==> src/rtl/byte_serial_adder_pkg.sv <==
// Shared types and helpers for the byte-serial add/subtract engine.
package byte_serial_adder_pkg;

  localparam int BYTE_W = 8;

  typedef enum logic [1:0] {
    IDLE = 2'd0,
    RUN  = 2'd1,
    DONE = 2'd2
  } state_t;

  // Width of the byte index counter; never narrower than one bit.
  function automatic int idx_w(input int nbytes);
    return (nbytes < 2) ? 1 : $clog2(nbytes);
  endfunction

endpackage

==> src/rtl/byte_serial_adder_cselect_add8_ci.sv <==
// Combinational 8-bit carry-select adder slice with carry-in.
// Each nibble is computed for both possible carry-ins; the real carry picks one.
module cselect_add8_ci
  import byte_serial_adder_pkg::*;
(
  input  logic [BYTE_W-1:0] a,
  input  logic [BYTE_W-1:0] b,
  input  logic              cin,
  output logic [BYTE_W-1:0] sum,
  output logic              cout,
  output logic              c7
);

  // 4-bit ripple add, returns {carry_out, sum[3:0]}.
  function automatic logic [4:0] ripple4(input logic [3:0] x, input logic [3:0] y,
                                         input logic ci);
    logic [4:0] c;
    logic [3:0] s;
    c[0] = ci;
    for (int i = 0; i < 4; i++) begin
      s[i]   = x[i] ^ y[i] ^ c[i];
      c[i+1] = (x[i] & y[i]) | (c[i] & (x[i] ^ y[i]));
    end
    return {c[4], s};
  endfunction

  logic [4:0] lo0, lo1, hi0, hi1, lo, hi;

  assign lo0 = ripple4(a[3:0], b[3:0], 1'b0);
  assign lo1 = ripple4(a[3:0], b[3:0], 1'b1);
  assign hi0 = ripple4(a[7:4], b[7:4], 1'b0);
  assign hi1 = ripple4(a[7:4], b[7:4], 1'b1);

  assign lo   = cin   ? lo1 : lo0;
  assign hi   = lo[4] ? hi1 : hi0;

  assign sum  = {hi[3:0], lo[3:0]};
  assign cout = hi[4];
  // Carry into bit 7 recovered from the bit-7 sum: s7 = a7 ^ b7 ^ c7.
  assign c7   = a[7] ^ b[7] ^ hi[3];

endmodule

==> src/rtl/byte_serial_adder.sv <==
// Byte-serial NBYTES-wide add/subtract engine built around one 8-bit
// carry-select slice. One operation in flight; valid/ready on both sides.
module byte_serial_adder
  import byte_serial_adder_pkg::*;
#(
  parameter int NBYTES = 4
) (
  input  logic                     clk,
  input  logic                     rst,
  input  logic                     in_valid,
  output logic                     in_ready,
  input  logic [BYTE_W*NBYTES-1:0] a,
  input  logic [BYTE_W*NBYTES-1:0] b,
  input  logic                     sub,
  output logic                     out_valid,
  input  logic                     out_ready,
  output logic [BYTE_W*NBYTES-1:0] sum,
  output logic                     cout,
  output logic                     ovf
);

  localparam int W     = BYTE_W * NBYTES;
  localparam int IDX_W = idx_w(NBYTES);
  localparam logic [IDX_W-1:0] LAST = IDX_W'(NBYTES - 1);

  state_t            state, state_nxt;
  logic [W-1:0]      a_reg, b_reg, sum_reg;
  logic              carry_reg, cout_reg, ovf_reg;
  logic [IDX_W-1:0]  idx;
  logic              accept, step, last;
  logic [BYTE_W-1:0] slice_sum;
  logic              slice_cout, slice_c7;

  assign accept = (state == IDLE) && in_valid;
  assign step   = (state == RUN);
  assign last   = (idx == LAST);

  cselect_add8_ci u_slice (
    .a    (a_reg[BYTE_W-1:0]),
    .b    (b_reg[BYTE_W-1:0]),
    .cin  (carry_reg),
    .sum  (slice_sum),
    .cout (slice_cout),
    .c7   (slice_c7)
  );

  // State register.
  always_ff @(posedge clk or posedge rst) begin
    if (rst) state <= IDLE;
    else     state <= state_nxt;
  end

  // Next-state decode: accept in IDLE, step bytes in RUN, hold result in DONE.
  always_comb begin
    state_nxt = state;
    case (state)
      IDLE:    if (in_valid)  state_nxt = RUN;
      RUN:     if (last)      state_nxt = DONE;
      DONE:    if (out_ready) state_nxt = IDLE;
      default:                state_nxt = IDLE;
    endcase
  end

  // Operand/sum shift registers, carry chain between bytes and result flags.
  always_ff @(posedge clk or posedge rst) begin
    if (rst) begin
      a_reg     <= '0;
      b_reg     <= '0;
      sum_reg   <= '0;
      carry_reg <= 1'b0;
      cout_reg  <= 1'b0;
      ovf_reg   <= 1'b0;
      idx       <= '0;
    end else if (accept) begin
      a_reg     <= a;
      b_reg     <= b ^ {W{sub}};
      sum_reg   <= '0;
      carry_reg <= sub;
      cout_reg  <= 1'b0;
      ovf_reg   <= 1'b0;
      idx       <= '0;
    end else if (step) begin
      a_reg     <= a_reg >> BYTE_W;
      b_reg     <= b_reg >> BYTE_W;
      sum_reg   <= {slice_sum, sum_reg[W-1:BYTE_W]};
      carry_reg <= slice_cout;
      idx       <= idx + IDX_W'(1);
      if (last) begin
        cout_reg <= slice_cout;
        ovf_reg  <= slice_c7 ^ slice_cout;
      end
    end
  end

  assign in_ready  = (state == IDLE);
  assign out_valid = (state == DONE);
  assign sum       = sum_reg;
  assign cout      = cout_reg;
  assign ovf       = ovf_reg;

endmodule

==> config.mk <==
export PLATFORM = sky130hd
export DESIGN_NAME = byte_serial_adder
export DESIGN_NICKNAME = d
export VERILOG_FILES = /design/src/rtl/byte_serial_adder_pkg.sv /design/src/rtl/byte_serial_adder_cselect_add8_ci.sv /design/src/rtl/byte_serial_adder.sv
export SDC_FILE = /design/constraint.sdc
export NUM_CORES = 1
export LEC_CHECK = 0
export BUFFER_PORTS_ARGS = -buffer_cell sky130_fd_sc_hd__buf_4
export CAP_MARGIN = 20
export CELL_PAD_IN_SITES_DETAIL_PLACEMENT = 0
export CELL_PAD_IN_SITES_GLOBAL_PLACEMENT = 1
export CORE_ASPECT_RATIO = 0.7
export CORE_MARGIN = 2
export CORE_UTILIZATION = 41
export DETAILED_ROUTE_END_ITERATION = 12
export PLACE_DENSITY = 0.84
export SLEW_MARGIN = 20
export SYNTH_ARGS = -nofsm -noshare
export SYNTH_HDL_FRONTEND = slang
export SYNTH_SLANG_ARGS = --single-unit
==> constraint.sdc <==
create_clock -name clk -period 8.75 [get_ports clk]
set_input_delay 1.75 -clock clk [delete_from_list [all_inputs] [get_ports clk]]
set_output_delay 1.75 -clock clk [all_outputs]
set_load 0.02 [all_outputs]
==> parameters.txt <==
Parameter                              Value

Drt
  Total Wirelength ... 11600 um
  Number of nets with antenna violations after detailed routing ... 0
  Iteration-0 DRC Markers ... approximately 270
  Detailed-route wire length per cell ... roughly 15 um
  DRC violation count after routing ... 0
  Post-DR vias/cell ... 4.98
  Vias after detailed routing ... 3832
  Number of detailed-route iterations in the first pass ... 5

Power and ir drop
  Logic pwr share ... 0.445
  Part of the total power dissipated in the clock network ... 0.179
  Net Sw Frac ... 0.418
  Internal ... roughly 1300 uW
  Worst ir drop on vdd ... just under 400 uV
  Leakage component of the power ... slightly above 0.003 uW
  P_sw ... 947 uW
  Sequential share of power ... 0.376
  Total power per unit cell area ... 378 nW/um2

Die
  Row count ... 33
  Chip width ... 134 um
  Count of pins on the block boundary ... 105
  Vert. Die Dim ... 95.0 um
  Initial core utilization ... 0.418
  Area of the core ... 11600 um2
  Die outline area ... ~13000 um2

Critical path
  Nature of the critical path endpoint ... flop
  Length in cells of the worst reg-to-reg path ... 17
  Most prevalent standard cell on the critical path ... sky130_fd_sc_hd__fa_1
  Delay-heaviest family, CP ... adder cells
  Combined buffer and inverter count along the critical path ... 3
  Critical Path Max Stage Delay ... between 0.5 and 0.6 ns
  Required time of the critical path ... 8.98 ns
  Ordered list of cells on the worst path ... inv_1 > ha_1 > nand2_1 > o21ai_0 > fa_1 > fa_1 > inv_1 > fa_1 > nor2_1 > a21oi_1 > fa_1 > inv_1 > fa_1 > fa_1 > xor2_1 > xnor2_1 > o21ai_0
  Class of the most critical setup path ... reg -> reg
  Crit path arrival time ... slightly below 4 ns
  Type of origin of the critical path ... flop
  Crit path max-delay cell type ... sky130_fd_sc_hd__fa_1
  Highest net fanout along the worst path ... 3
  Number of cells on the critical path ... 17

Clocking
  CTS tree ... done
  Clock transition at the registers of the reported paths ... roughly 0.070 ns
  CTS-repair resized insts ... 0
  Buffer cell driving the clock tree root ... sky130_fd_sc_hd__clkbuf_16
  Clock buffers created by TritonCTS ... 9
  Deepest level of the CTS H-tree ... 3
  Clk_lat worst skew ... 0.35 ns
  Post-CTS setup repair buffer count ... 0
  Clock tree buffer depth ... 2
  Number of sinks handled by clock tree synthesis ... 103
  Hold bufs inserted after CTS ... 0

Min path
  Hold Path Class ... reg -> reg
  Number of cells traversed by the worst hold path ... 2

Global route
  Top Usage Layer GRT ... met1
  Gr ovfl total ... 0
  Number of global-route vias before repair ... ~3600
  Global Route met2 Usage ... 0.268
  Met3 global-route usage ... 0.0483
  Antenna violations before repair ... 0
  Global Route Usage Sum ... 0.193
  GR met1 Demand/Resource ... 0.303
  Wire length of the first global-routing pass ... 19000 um
  Pin count of the biggest net entering global routing ... 107

Logic synthesis
  Area share of the largest cell type after synthesis ... 0.532
  Synth area leaders ... sky130_fd_sc_hd__dfrtp_1, sky130_fd_sc_hd__nand2_1, sky130_fd_sc_hd__nand3_1
  Average cell area after synthesis ... 9.18 um2
  Most frequently used cell type in the post-synthesis netlist ... sky130_fd_sc_hd__nand2_1
  Portion of the post-synthesis area used by sequential elements ... 0.532
  Number of storage elements in the synthesis netlist ... between 100 and 150
  Number of standard cells after synthesis ... approximately 530
  Area of the mapped netlist ... 4850 um2
  Post-synth EDFFs ... 0
  Synthesis Warnings ... 0
  Synthesized Nets ... 609
  Predominant post-synthesis flop cell ... sky130_fd_sc_hd__dfrtp_1
  Synth cell count leaders ... sky130_fd_sc_hd__nand2_1, sky130_fd_sc_hd__dfrtp_1, sky130_fd_sc_hd__nand3_1
  Number of library cell types mapped by synthesis ... 25
  Ys async rst share ... 1.00
  Top cell type by total area after synthesis ... sky130_fd_sc_hd__dfrtp_1

Timing
  Setup-violating endpoint count in the final report ... 0
  Worst clock skew ... 0.00512 ns
  Worst hold-check slack ... 0.476 ns
  Final Cycle Share ... 0.422
  Final hold viol count ... 0
  Pins over their slew limit ... 0
  Setup repair after global routing missed its margin ... no
  Total Neg Setup Slack ... 0 ns
  Worst slew pin tran ... 0.872 ns
  Rel. slew slack ... 0.419
  Min cycle time layout ... 3.70 ns
  F_max ... between 200 and 300 MHz

Outcome
  Result of the run ... finished clean

Finish
  Number of inserted diodes ... 0
  Syn-to-layout area delta ... 23.9%
  Ratio of cells with drive above 1 in the final layout ... 0.212
  Nets ... 690

Run
  MaxCap Viol Count ... 0

Placement
  Port Buffer Count ... 104
  Final GP Congestion ... 0.829
  HPWL Detailed ... 7680 um
[power by group through the flow]
stage | clock [uW] | sequential (uW) | combinational (uW)
3_5_place_dp | 0 | 857 | 1010
6_report | 406 | 852 | 1010
2_1_floorplan | 0 | 887 | 650
3_3_place_gp | 0 | 850 | 977
4_1_cts | 415 | 852 | 1010
5_1_grt | 435 | 882 | 1130
[cell type report]
class / instances / area (um2)
Sequential cell: 103 / 2580
Clock buffer: 12 / 256
Clock inverter: 3 / 42.5
Inverter: 16 / 62.6
Timing Repair Buffer: 109 / 838
Fill cell: 1070 / 5600
Multi-Input combinational cell: 370 / 2030
Tap cell: 157 / 196
[cell families (layout without fill, tap and decap cells)]
kind of cell | Yosys count | in the layout | share of synthesized area
compound gates | 71 | 71 | 0.0950
xor+xnor | 36 | 36 | 0.0650
fa+ha+maj | 12 | 12 | 0.0403
buf+inv | 55 | 140 | 0.0550
flops | 103 | 103 | 0.532
simple gates | 251 | 251 | 0.213
[placed cells by master, fill, tap and decap left out, drive strengths merged]
master / count
a221o: 2
a21oi: 2
inv: 16
nand3: 50
clkinvlp: 1
o21ai: 19
fa: 6
nor2b: 1
or2: 1
or3b: 1
nand3b: 1
a22oi: 24
xnor2: 12
nor3b: 1
xor2: 24
clkbuf: 12
o21bai: 1
dfrtp: 103
buf: 109
clkinv: 1
nor2: 27
a31oi: 23
nand2b: 2
bufinv: 1
nand2: 167
ha: 6
[worst min-delay path: stages (launching register included)]
cell and delay (ns):
sky130_fd_sc_hd__dfrtp_1 0.34, sky130_fd_sc_hd__nand2_1 0.05, sky130_fd_sc_hd__nand2_1 0.05
[path summary, 6_finish.rpt]
kind | startpoint | endpoint | slack (ns)
hold / removal | a_reg[2]$_DFFE_PP0P_ | a_reg[2]$_DFFE_PP0P_ | 0.48
setup reg to reg | a_reg[0]$_DFFE_PP0P_ | ovf$_DFFE_PP0P_ | 5.05
min in group asynchronous | rst | b_reg[28]$_DFFE_PP0P_ | 1.41
setup / recovery | a_reg[0]$_DFFE_PP0P_ | ovf$_DFFE_PP0P_ | 5.05
max in group asynchronous | rst | a_reg[23]$_DFFE_PP0P_ | 6.10
hold reg to reg | a_reg[2]$_DFFE_PP0P_ | a_reg[2]$_DFFE_PP0P_ | 0.48
[per-layer routing]
metal	vias to the layer above	routed length, um
li1	1890	-
met4	0	77
met1	1844	5990
met5	-	0
met3	5	589
met2	93	5000
[through the flow]
| step | worst slack, ns | instances | util | total power [uW] | instance area (um2) |
|---|---|---|---|---|---|
| finish | 5.05 | 770 | 0.517 | 2270 | 6000 |
| CTS | 5.02 | 769 | 0.514 | 2280 | 5970 |
| global route | 4.86 | 770 | 0.517 | 2450 | 6000 |
| detailed placement | 5.01 | 754 | 0.489 | 1860 | 5670 |
| global placement | 5.18 | 754 | 0.489 | 1830 | 5670 |
| floorplan | 4.30 | 528 | - | 1540 | 4850 |
No activity file was read; power rests on OpenSTA's default activity.
